===== src/rtl/int_mul_iterative_pkg.sv =====
// Shared types for the iterative shift-add multiplier.
// Holds the FSM state encoding and the iteration-counter width helper.
// Imported by the datapath and the top level.
package int_mul_iterative_pkg;

  typedef enum logic [1:0] {
    IDLE = 2'd0,
    CALC = 2'd1,
    DONE = 2'd2
  } state_t;

  // Counter must hold 0..W-1 with headroom for the increment past the last step.
  function automatic int cnt_width(input int w);
    return $clog2(w) + 1;
  endfunction

endpackage


===== src/rtl/int_mul_iterative_if.sv =====
// Operand/product handshake bundle for int_mul_iterative.
// in_val/in_rdy/in_a/in_b: operand pair; out_val/out_rdy/out_prod: 2W-bit product.
// slave modport is the multiplier side, master is the producer/consumer side.
interface int_mul_iterative_if #(
  parameter int W = 16
);
  logic           in_val;
  logic           in_rdy;
  logic [W-1:0]   in_a;
  logic [W-1:0]   in_b;
  logic           out_val;
  logic           out_rdy;
  logic [2*W-1:0] out_prod;

  modport master (
    output in_val, in_a, in_b, out_rdy,
    input  in_rdy, out_val, out_prod
  );

  modport slave (
    input  in_val, in_a, in_b, out_rdy,
    output in_rdy, out_val, out_prod
  );
endinterface


===== src/rtl/int_mul_iterative_dpath.sv =====
// Shift-add multiplier datapath: operand/acc/shift regs, accumulate adder, sign fix-up.
// Latency: one iteration per step cycle; product register written on the last step.
// Backpressure: none; sequenced entirely by load/step/add_en from the control FSM.
// Ports: load (latch operands), step (one iteration), add_en (add multiplicand this step)
//        in; b_lsb, cnt_done, prod out.
module int_mul_iterative_dpath
  import int_mul_iterative_pkg::*;
#(
  parameter int W      = 16,
  parameter int SIGNED = 0
) (
  input  logic           clk,
  input  logic           reset,
  input  logic           load,
  input  logic           step,
  input  logic           add_en,
  input  logic [W-1:0]   in_a,
  input  logic [W-1:0]   in_b,
  output logic           b_lsb,
  output logic           cnt_done,
  output logic [2*W-1:0] prod
);
  localparam int CW = cnt_width(W);

  logic [W-1:0]   a_reg, b_reg, acc_hi, acc_lo;
  logic [CW-1:0]  cnt;
  logic           neg;
  logic [W-1:0]   a_abs, b_abs;
  logic           neg_in;
  logic [W-1:0]   sum;
  logic           cout;
  logic [2*W-1:0] full, full_neg;
  logic           neg_cout_unused;

  // Magnitudes: -(-2^(W-1)) wraps to 2^(W-1), which is the right unsigned magnitude.
  always_comb begin
    a_abs  = in_a;
    b_abs  = in_b;
    neg_in = 1'b0;
    if (SIGNED != 0) begin
      a_abs  = in_a[W-1] ? -in_a : in_a;
      b_abs  = in_b[W-1] ? -in_b : in_b;
      neg_in = in_a[W-1] ^ in_b[W-1];
    end
  end

  vc_adder #(.W(W)) u_acc_add (
    .a    (acc_hi),
    .b    (add_en ? a_reg : {W{1'b0}}),
    .cin  (1'b0),
    .sum  (sum),
    .cout (cout)
  );

  // Accumulator after this step's right shift, i.e. the finished product on the last step.
  assign full = {cout, sum, acc_lo[W-1:1]};

  // Two's-complement negate as ~x + 1; zero stays zero since the carry falls off.
  vc_adder #(.W(2*W)) u_neg_add (
    .a    (~full),
    .b    ({(2*W){1'b0}}),
    .cin  (1'b1),
    .sum  (full_neg),
    .cout (neg_cout_unused)
  );

  assign b_lsb    = b_reg[0];
  assign cnt_done = (cnt == CW'(W-1));

  always_ff @(posedge clk or posedge reset) begin
    if (reset) begin
      a_reg  <= '0;
      b_reg  <= '0;
      acc_hi <= '0;
      acc_lo <= '0;
      cnt    <= '0;
      neg    <= 1'b0;
      prod   <= '0;
    end else if (load) begin
      a_reg  <= a_abs;
      b_reg  <= b_abs;
      acc_hi <= '0;
      acc_lo <= '0;
      cnt    <= '0;
      neg    <= neg_in;
    end else if (step) begin
      acc_hi <= {cout, sum[W-1:1]};
      acc_lo <= {sum[0], acc_lo[W-1:1]};
      b_reg  <= b_reg >> 1;
      cnt    <= cnt + CW'(1);
      if (cnt_done) prod <= neg ? full_neg : full;
    end
  end
endmodule


===== src/rtl/vc_adder.sv =====
// Plain W-bit ripple adder with carry in/out: {cout,sum} = a + b + cin.
// Latency: combinational.
// Backpressure: none (no handshake).
module vc_adder #(
  parameter int W = 16
) (
  input  logic [W-1:0] a,
  input  logic [W-1:0] b,
  input  logic         cin,
  output logic [W-1:0] sum,
  output logic         cout
);
  assign {cout, sum} = {1'b0, a} + {1'b0, b} + {{W{1'b0}}, cin};
endmodule


===== src/rtl/int_mul_iterative.sv =====
// Radix-2 shift-add multiplier, one product in flight, val/rdy on both sides.
// Latency: out_val rises W+1 edges after the accepting edge is counted (1 accept + W steps).
// Backpressure: out_rdy low holds DONE with out_val/out_prod stable; in_rdy only in IDLE.
// Ports: clk, reset (async active-high), io (slave side of int_mul_iterative_if).
module int_mul_iterative
  import int_mul_iterative_pkg::*;
#(
  parameter int W      = 16,
  parameter int SIGNED = 0
) (
  input  logic             clk,
  input  logic             reset,
  int_mul_iterative_if.slave io
);
  state_t state_q, state_d;
  logic   load, step, add_en, b_lsb, cnt_done;

  always_ff @(posedge clk or posedge reset) begin
    if (reset) state_q <= IDLE;
    else       state_q <= state_d;
  end

  always_comb begin
    state_d    = state_q;
    io.in_rdy  = 1'b0;
    io.out_val = 1'b0;
    load       = 1'b0;
    step       = 1'b0;
    case (state_q)
      IDLE: begin
        io.in_rdy = 1'b1;
        if (io.in_val) begin
          load    = 1'b1;
          state_d = CALC;
        end
      end
      CALC: begin
        step = 1'b1;
        if (cnt_done) state_d = DONE;
      end
      DONE: begin
        io.out_val = 1'b1;
        if (io.out_rdy) state_d = IDLE;
      end
      default: state_d = IDLE;
    endcase
  end

  assign add_en = step & b_lsb;

  int_mul_iterative_dpath #(.W(W), .SIGNED(SIGNED)) u_dpath (
    .clk      (clk),
    .reset    (reset),
    .load     (load),
    .step     (step),
    .add_en   (add_en),
    .in_a     (io.in_a),
    .in_b     (io.in_b),
    .b_lsb    (b_lsb),
    .cnt_done (cnt_done),
    .prod     (io.out_prod)
  );
endmodule


===== src/flat_wrapper.sv =====
// flat-port wrapper written by rule: the top's interface ports become plain ports
module int_mul_iterative_flat import int_mul_iterative_pkg::*;
#(
  parameter int W      = 16,
  parameter int SIGNED = 0
)
  (clk, reset, io_in_val, io_in_a, io_in_b, io_out_rdy, io_in_rdy, io_out_val, io_out_prod);
  int_mul_iterative_if #(.W(W)) io_i ();
  input  logic clk;
  input  logic reset;
  input wire logic [$bits(io_i.in_val)-1:0] io_in_val;
  input wire logic [$bits(io_i.in_a)-1:0] io_in_a;
  input wire logic [$bits(io_i.in_b)-1:0] io_in_b;
  input wire logic [$bits(io_i.out_rdy)-1:0] io_out_rdy;
  output wire logic [$bits(io_i.in_rdy)-1:0] io_in_rdy;
  output wire logic [$bits(io_i.out_val)-1:0] io_out_val;
  output wire logic [$bits(io_i.out_prod)-1:0] io_out_prod;
  assign io_i.in_val = io_in_val;
  assign io_i.in_a = io_in_a;
  assign io_i.in_b = io_in_b;
  assign io_i.out_rdy = io_out_rdy;
  assign io_in_rdy = io_i.in_rdy;
  assign io_out_val = io_i.out_val;
  assign io_out_prod = io_i.out_prod;
  int_mul_iterative #(.W(W), .SIGNED(SIGNED)) u_core (.clk(clk), .reset(reset), .io(io_i));
endmodule

===== config.mk =====
export PLATFORM = sky130hd
export DESIGN_NAME = int_mul_iterative_flat
export DESIGN_NICKNAME = d
export VERILOG_FILES = /design/src/rtl/int_mul_iterative_pkg.sv /design/src/rtl/int_mul_iterative_if.sv /design/src/rtl/int_mul_iterative_dpath.sv /design/src/rtl/vc_adder.sv /design/src/rtl/int_mul_iterative.sv /design/src/flat_wrapper.sv
export SDC_FILE = /design/constraint.sdc
export NUM_CORES = 1
export LEC_CHECK = 0
export ABC_CLOCK_PERIOD_IN_PS = 7500
export BUFFER_PORTS_ARGS = -buffer_cell sky130_fd_sc_hd__buf_4
export CAP_MARGIN = 40
export CORE_AREA = 8 8 81 119
export DETAILED_ROUTE_END_ITERATION = 10
export DIE_AREA = 0 0 89 127
export PLACE_DENSITY = 0.83
export SKIP_CTS_REPAIR_TIMING = 1
export SLEW_MARGIN = 20
export SYNTH_ARGS = -nofsm -noshare
export SYNTH_HDL_FRONTEND = slang
export SYNTH_SLANG_ARGS = --single-unit

===== constraint.sdc =====
create_clock -name clk -period 7.5 [get_ports clk]
set_input_delay 0 -clock clk [delete_from_list [all_inputs] [get_ports clk]]
set_output_delay 0 -clock clk [all_outputs]
set_load 0.01 [all_outputs]

Yosys cells after proc, flatten, opt, wreduce, memory -nomap -nowiden:

Cells that the tools add are included.

* bits in registers: 103
* input port bits: 36
* output and inout bits: 34
* logic and storage cells: 39

* add/sub/neg operators: 2
* eq/ne operators: 6
* multiplexer cells: 18
* bitwise gates (word level): 2
* reduce and logical (&&, ||, !) cells: 4

Operator list (number)
* 2-to-1 mux 16 bit: 7
* adder 16 x 16 -> 17 bit: 1
* 2-to-1 mux 5 bit: 2
* 2-to-1 mux 2 bit: 3
* one-hot mux 2 bit (3 select lines): 1
* AND reduction 3 bit: 2
* adder 5 x 1 -> 5 bit, second input constant: 1
* == test 5 x 4 -> 1 bit, second input constant: 1
* 2-to-1 mux 1 bit: 5
* != test 2 bit, second input constant: 2
* == test 2 x 1 -> 1 bit, second input constant: 1
* == test 2 bit, second input constant: 1
* logical NOT 2 bit: 1
* != test 2 x 1 -> 1 bit, second input constant: 1
* nonzero test 2 bit: 1
* AND 1 bit: 1
* inverter 1 bit: 1

Longest topological paths before layout:

* depth after elaboration: 7
* gate-level depth with buffers: 12
* mapped depth without buffers: 11

By module:

From an unflattened synthesis, not the netlist that was laid out.

* cells, all modules: 415
* area, all modules: 4987.3 µm²

Modules (own cells, without submodules)
* int_mul_iterative_dpath: times used 1, cells an instance 313, area each 4135.2 µm²
* vc_adder: times used 1, cells an instance 89, area each 733.2 µm²
* int_mul_iterative: times used 1, cells an instance 13, area each 118.9 µm²

Least setup slack after synthesis:

Ideal clock, no wire load.

* kind: reg-to-reg
* from: register u_core.state_q[0]
* to: register u_core.u_dpath.prod[24]
* arrival: 2.840 ns
* slack: 4.535 ns
* stages on the path, launching flop included: 13
* clock period less this slack: 2.965 ns
* path through: dfrtp_1 -> nor2b_1 -> clkbuf_1 -> clkbuf_1 -> nand3_1 -> inv_1 -> ha_1 -> a211oi_2 -> nor2_1 -> o41ai_2 -> o21ai_1 -> xor2_1 -> mux2_2

* word-level cells in the longest chain between the ends: 5
* elaborated cells between the ends (all ways): 9
* those cells by class: add/sub: 1; eq/ne: 1; mux: 3; bitwise: 2; reduce/logical: 2

RTL lines
* start, declared: RTL line int_mul_iterative.sv:15 `state_t state_q, state_d;`
* start signal, assigned: RTL line int_mul_iterative.sv:20 `else state_q <= state_d;`
* == test 2 x 1 -> 1 bit: RTL line int_mul_iterative.sv:29 `case (state_q)`
* 2-to-1 mux 1 bit: RTL line int_mul_iterative.sv:29
* AND 1 bit: RTL line int_mul_iterative.sv:49 `assign add_en = step & b_lsb;`
* 2-to-1 mux 16 bit: RTL line int_mul_iterative_dpath.sv:49 `.b (add_en ? a_reg : {W{1'b0}}),`
* adder 16 x 16 -> 17 bit: RTL line vc_adder.sv:13 `assign {cout, sum} = {1'b0, a} + {1'b0, b} + {{W{1'b0}}, cin};`
* end signal, assigned: RTL line int_mul_iterative_dpath.sv:91 `if (cnt_done) prod <= neg ? full_neg : full;`
* end, declared: RTL line int_mul_iterative_dpath.sv:21 `output logic [2*W-1:0] prod`

Several ways; a longest one is shown, not always the timed one.
A chain may end at the register's enable or synchronous reset.

Final worst setup path:

* from: register u_core.state_q[0]
* to: register u_core.u_dpath.acc_hi[15]

* word-level cells in the longest chain between the ends: 7
* elaborated cells between the ends (all ways): 10
* those cells by class: add/sub: 1; eq/ne: 1; mux: 5; bitwise: 1; reduce/logical: 2

RTL lines
* == test 2 x 1 -> 1 bit: RTL line int_mul_iterative.sv:29
* 2-to-1 mux 1 bit: RTL line int_mul_iterative.sv:29
* AND 1 bit: RTL line int_mul_iterative.sv:49
* 2-to-1 mux 16 bit: RTL line int_mul_iterative_dpath.sv:49
* adder 16 x 16 -> 17 bit: RTL line vc_adder.sv:13
* 2-to-1 mux 16 bit: RTL line int_mul_iterative_dpath.sv:86 `end else if (step) begin`
* 2-to-1 mux 16 bit: RTL line int_mul_iterative_dpath.sv:79 `end else if (load) begin`
* end signal, assigned: RTL line int_mul_iterative_dpath.sv:87 `acc_hi <= {cout, sum[W-1:1]};`
* end, declared: RTL line int_mul_iterative_dpath.sv:25 `logic [W-1:0] a_reg, b_reg, acc_hi, acc_lo;`

Several ways; a longest one is shown, not always the timed one. The select of a mux whose other input is x is not followed.

==> out/metrics.cfg <==
[run_status]
outcome = finished, violations left
violations = hold timing

[grt]
overflow = 0
antenna_found_initial = 0
track_usage = 0.202
grt_max_degree = 70
grt_pass1_vias = 3814
grt_pass1_wl_um = 17900

[synthesis]
synthMuxAreaShare = 0.0494
synth_compound_area_frac = 0.183
synth_fa_ha_area_frac = 0.0518
ys.flop_type = dfrtp_1
synth-edff-count = 0
synth.largest_area_cell = dfrtp_1
syn-num-nets = 509
netlist_instances = 454
netlist_area_um2 = 4740
synth_top_family_by_area = compound AO/OA/AOI/OAI gates
yosys.area_share.simple = 0.131
synth.ff_latch_count = 102
synth.avg_cell_area_um2 = 10.4
netlist.area_leader.share = 0.539
yosysWarnings = 0
synth-async-reset-ratio = 1.00
synth_xor_area_frac = 0.0203
synth_seq_area_share = 0.539
yosysUniqueCellTypes = 41
synthTopCellsByArea = dfrtp_1, nand2_1, o21ai_0

[routing]
wl_per_cell_um = 17.2
initialDrtViolationCount = 249
viasPerCell = 5.81
drt-met1-wl_um = 4280
top_layer_used = met4
num_vias = 3778
drt_first_pass_iters = 5
drc = 0
wl_met2_um = 6050
wirelength_um = 11200
dr_wl_met3_um = 585
drtAntennaViolNets = 0

[placement]
gp_congestion = 0.886
place_inst = 608
io_buffers = 69
dp.final_hpwl_um = 7360

[sta]
max_freq_mhz = 268
tightest_slew_ps = 848
whs_ps = -48.3
finalClockSkew_ps = 9.51
slew_headroom = 0.435
post-route-min-period_ps = 3730
finalCritPeriodShare = 0.497
tns_ps = 0
finalSetupViolations = 0
hold_violations = 9
rsz0062_at_grt = false
slew_viol_final = 0

[die]
die_x_um = 89
rows = 40
start_util = 0.599
ios = 70
die_y_um = 127
core_um2 = 7910
dieArea_um2 = 11300

[cts]
cts_tree = done
clk_latency_ps = 350
clk_pin_slew_ps = 70
numCtsBuffers = 9
cts.sinks = 102
htree_levels = 3
root_buffer = clkbuf_16
clockBufferDepth = 2

[finish]
top_register = u_core.u_dpath.prod
largest_register_ff_count = 32
n_antenna_cell = 0
area_delta_synth_final_pct = 26.7
drive_gt1_frac = 0.228
final.fill_count = 543
final_cells = 650
final_nets = 595

[pwr]
p_per_area_nw_per_um2 = 377
ir_drop_mv = 0.239
total_power_mw = 2.26
leakagePower_nw = 3.00

[hold_path]
hp-class = in -> reg

[setup_path]
critPathCaptureType = flop
startpoint_type = flop
crit_required_ps = 7750
path_class = reg -> reg
slowest_delay_ps = 780
worstPathMaxFanout = 39
cpMaxStageDelayCell = dfrtp_1
arrival_ps = 3970
cp_cell_sequence = nor2b_2 > buf_4 > and3_1 > ha_1 > inv_1 > fa_1 > and2b_1 > o2111ai_1 > a21oi_2 > o41ai_4 > o31a_2 > o21ai_0

[job]
maxCapViolCount = 0

final timing paths:
path / start / to / slack, ps / depth (start not counted)
max in group asynchronous: reset / u_core.u_dpath.prod[29] / 6370 / 5
hold reg to reg: u_core.u_dpath.a_reg[4] / u_core.u_dpath.a_reg[4] / 470 / 2
setup reg to reg: u_core.state_q[0] / u_core.u_dpath.acc_hi[15] / 3770 / 12
min in group asynchronous: reset / u_core.u_dpath.b_reg[8] / 220 / 3
setup / recovery: u_core.state_q[0] / u_core.u_dpath.acc_hi[15] / 3770 / 12
hold / removal: io_in_b[0] / u_core.u_dpath.b_reg[0] / -50 / 3
per-layer routing:
metal,GRT usage,vias up
met1,0.229,1875
li1,-,1778
met2,0.340,100
met4,0.109,0
met5,0,-
met3,0.0417,25
worst max-delay path: cells and delay by family (launching register included):
family                     cells  cell delay, ps
buffers and inverters          2             420
DFF                            1             780
AOI/OAI and AO/OA              5            1110
and+or+nand+nor                3             690
adders and majority gates      2             600
synth_stat cells (all sizes together) (2+ instances only):
master    n
ha       18
dfrtp   102
nor2b     2
xor2      6
mux2     19
xnor2     5
inv       8
clkbuf   24
nand3     9
a22oi    16
o41ai     3
nand4     3
nor2      9
a21oi    11
and3     16
a21boi    2
mux2i     2
a21o      5
nand2b    4
nand2    95
a22o     20
and2      2
o31ai     2
o21bai    4
o21ai    55
final cells by class:
type / count / area [um^2] / area share
Clock inverter: 6 / 115 / 0.0192
Clock buffer: 10 / 239 / 0.0398
Timing Repair Buffer: 100 / 858 / 0.143
Multi-Input combinational cell: 319 / 2080 / 0.346
Sequential cell: 102 / 2550 / 0.425
Tap cell: 105 / 131 / 0.0219
Inverter: 8 / 32.5 / 0.00542
metrics by stage:
step	instance area [um^2]	util	hold slack [ps]	setup WS, ps
2_1_floorplan	4740	-	105	4540
3_3_place_gp	5330	0.674	25.1	3970
3_5_place_dp	5370	0.679	35.7	3820
4_1_cts	5720	0.724	-332	3780
5_1_grt	6000	0.759	0.0203	3520
6_report	6000	0.759	-48.3	3770
cell families (layout without fill, tap and decap cells):
logic type,Yosys count,in the layout
and+or+nand+nor,142,142
AOI/OAI and AO/OA,126,126
DFF,102,102
buffers and inverters,33,124
muxes,21,21
adders and majority gates,19,19
xor gates and xnor gates,11,11
power breakdown:
group	total (mW)	switching (mW)	internal (mW)
Clock	0.542	0.205	0.337
Combinational	0.801	0.428	0.373
Sequential	0.922	0.155	0.767
Total	2.26	0.787	1.48
placed cells by master, fill, tap and decap left out, types with 3 or more instances in the layout:
cell / Yosys / final
xor2_1: 6 / 6
buf_4: 0 / 73
nand3_1: 9 / 9
nor2_1: 9 / 9
mux2_2: 19 / 19
bufinv_16: 0 / 3
o21ai_1: 8 / 8
o21ai_0: 47 / 47
and3_1: 16 / 16
xnor2_1: 5 / 5
dfrtp_1: 102 / 102
a22oi_1: 16 / 16
clkbuf_16: 0 / 9
a21o_1: 3 / 3
a22o_1: 20 / 20
nand2b_1: 4 / 4
inv_1: 8 / 7
a21oi_1: 10 / 10
o21bai_1: 4 / 3
dlygate4sd3_1: 0 / 24
nand2_1: 95 / 95
ha_1: 18 / 18
nand4_1: 3 / 3
(Power assumes the default switching activity.)
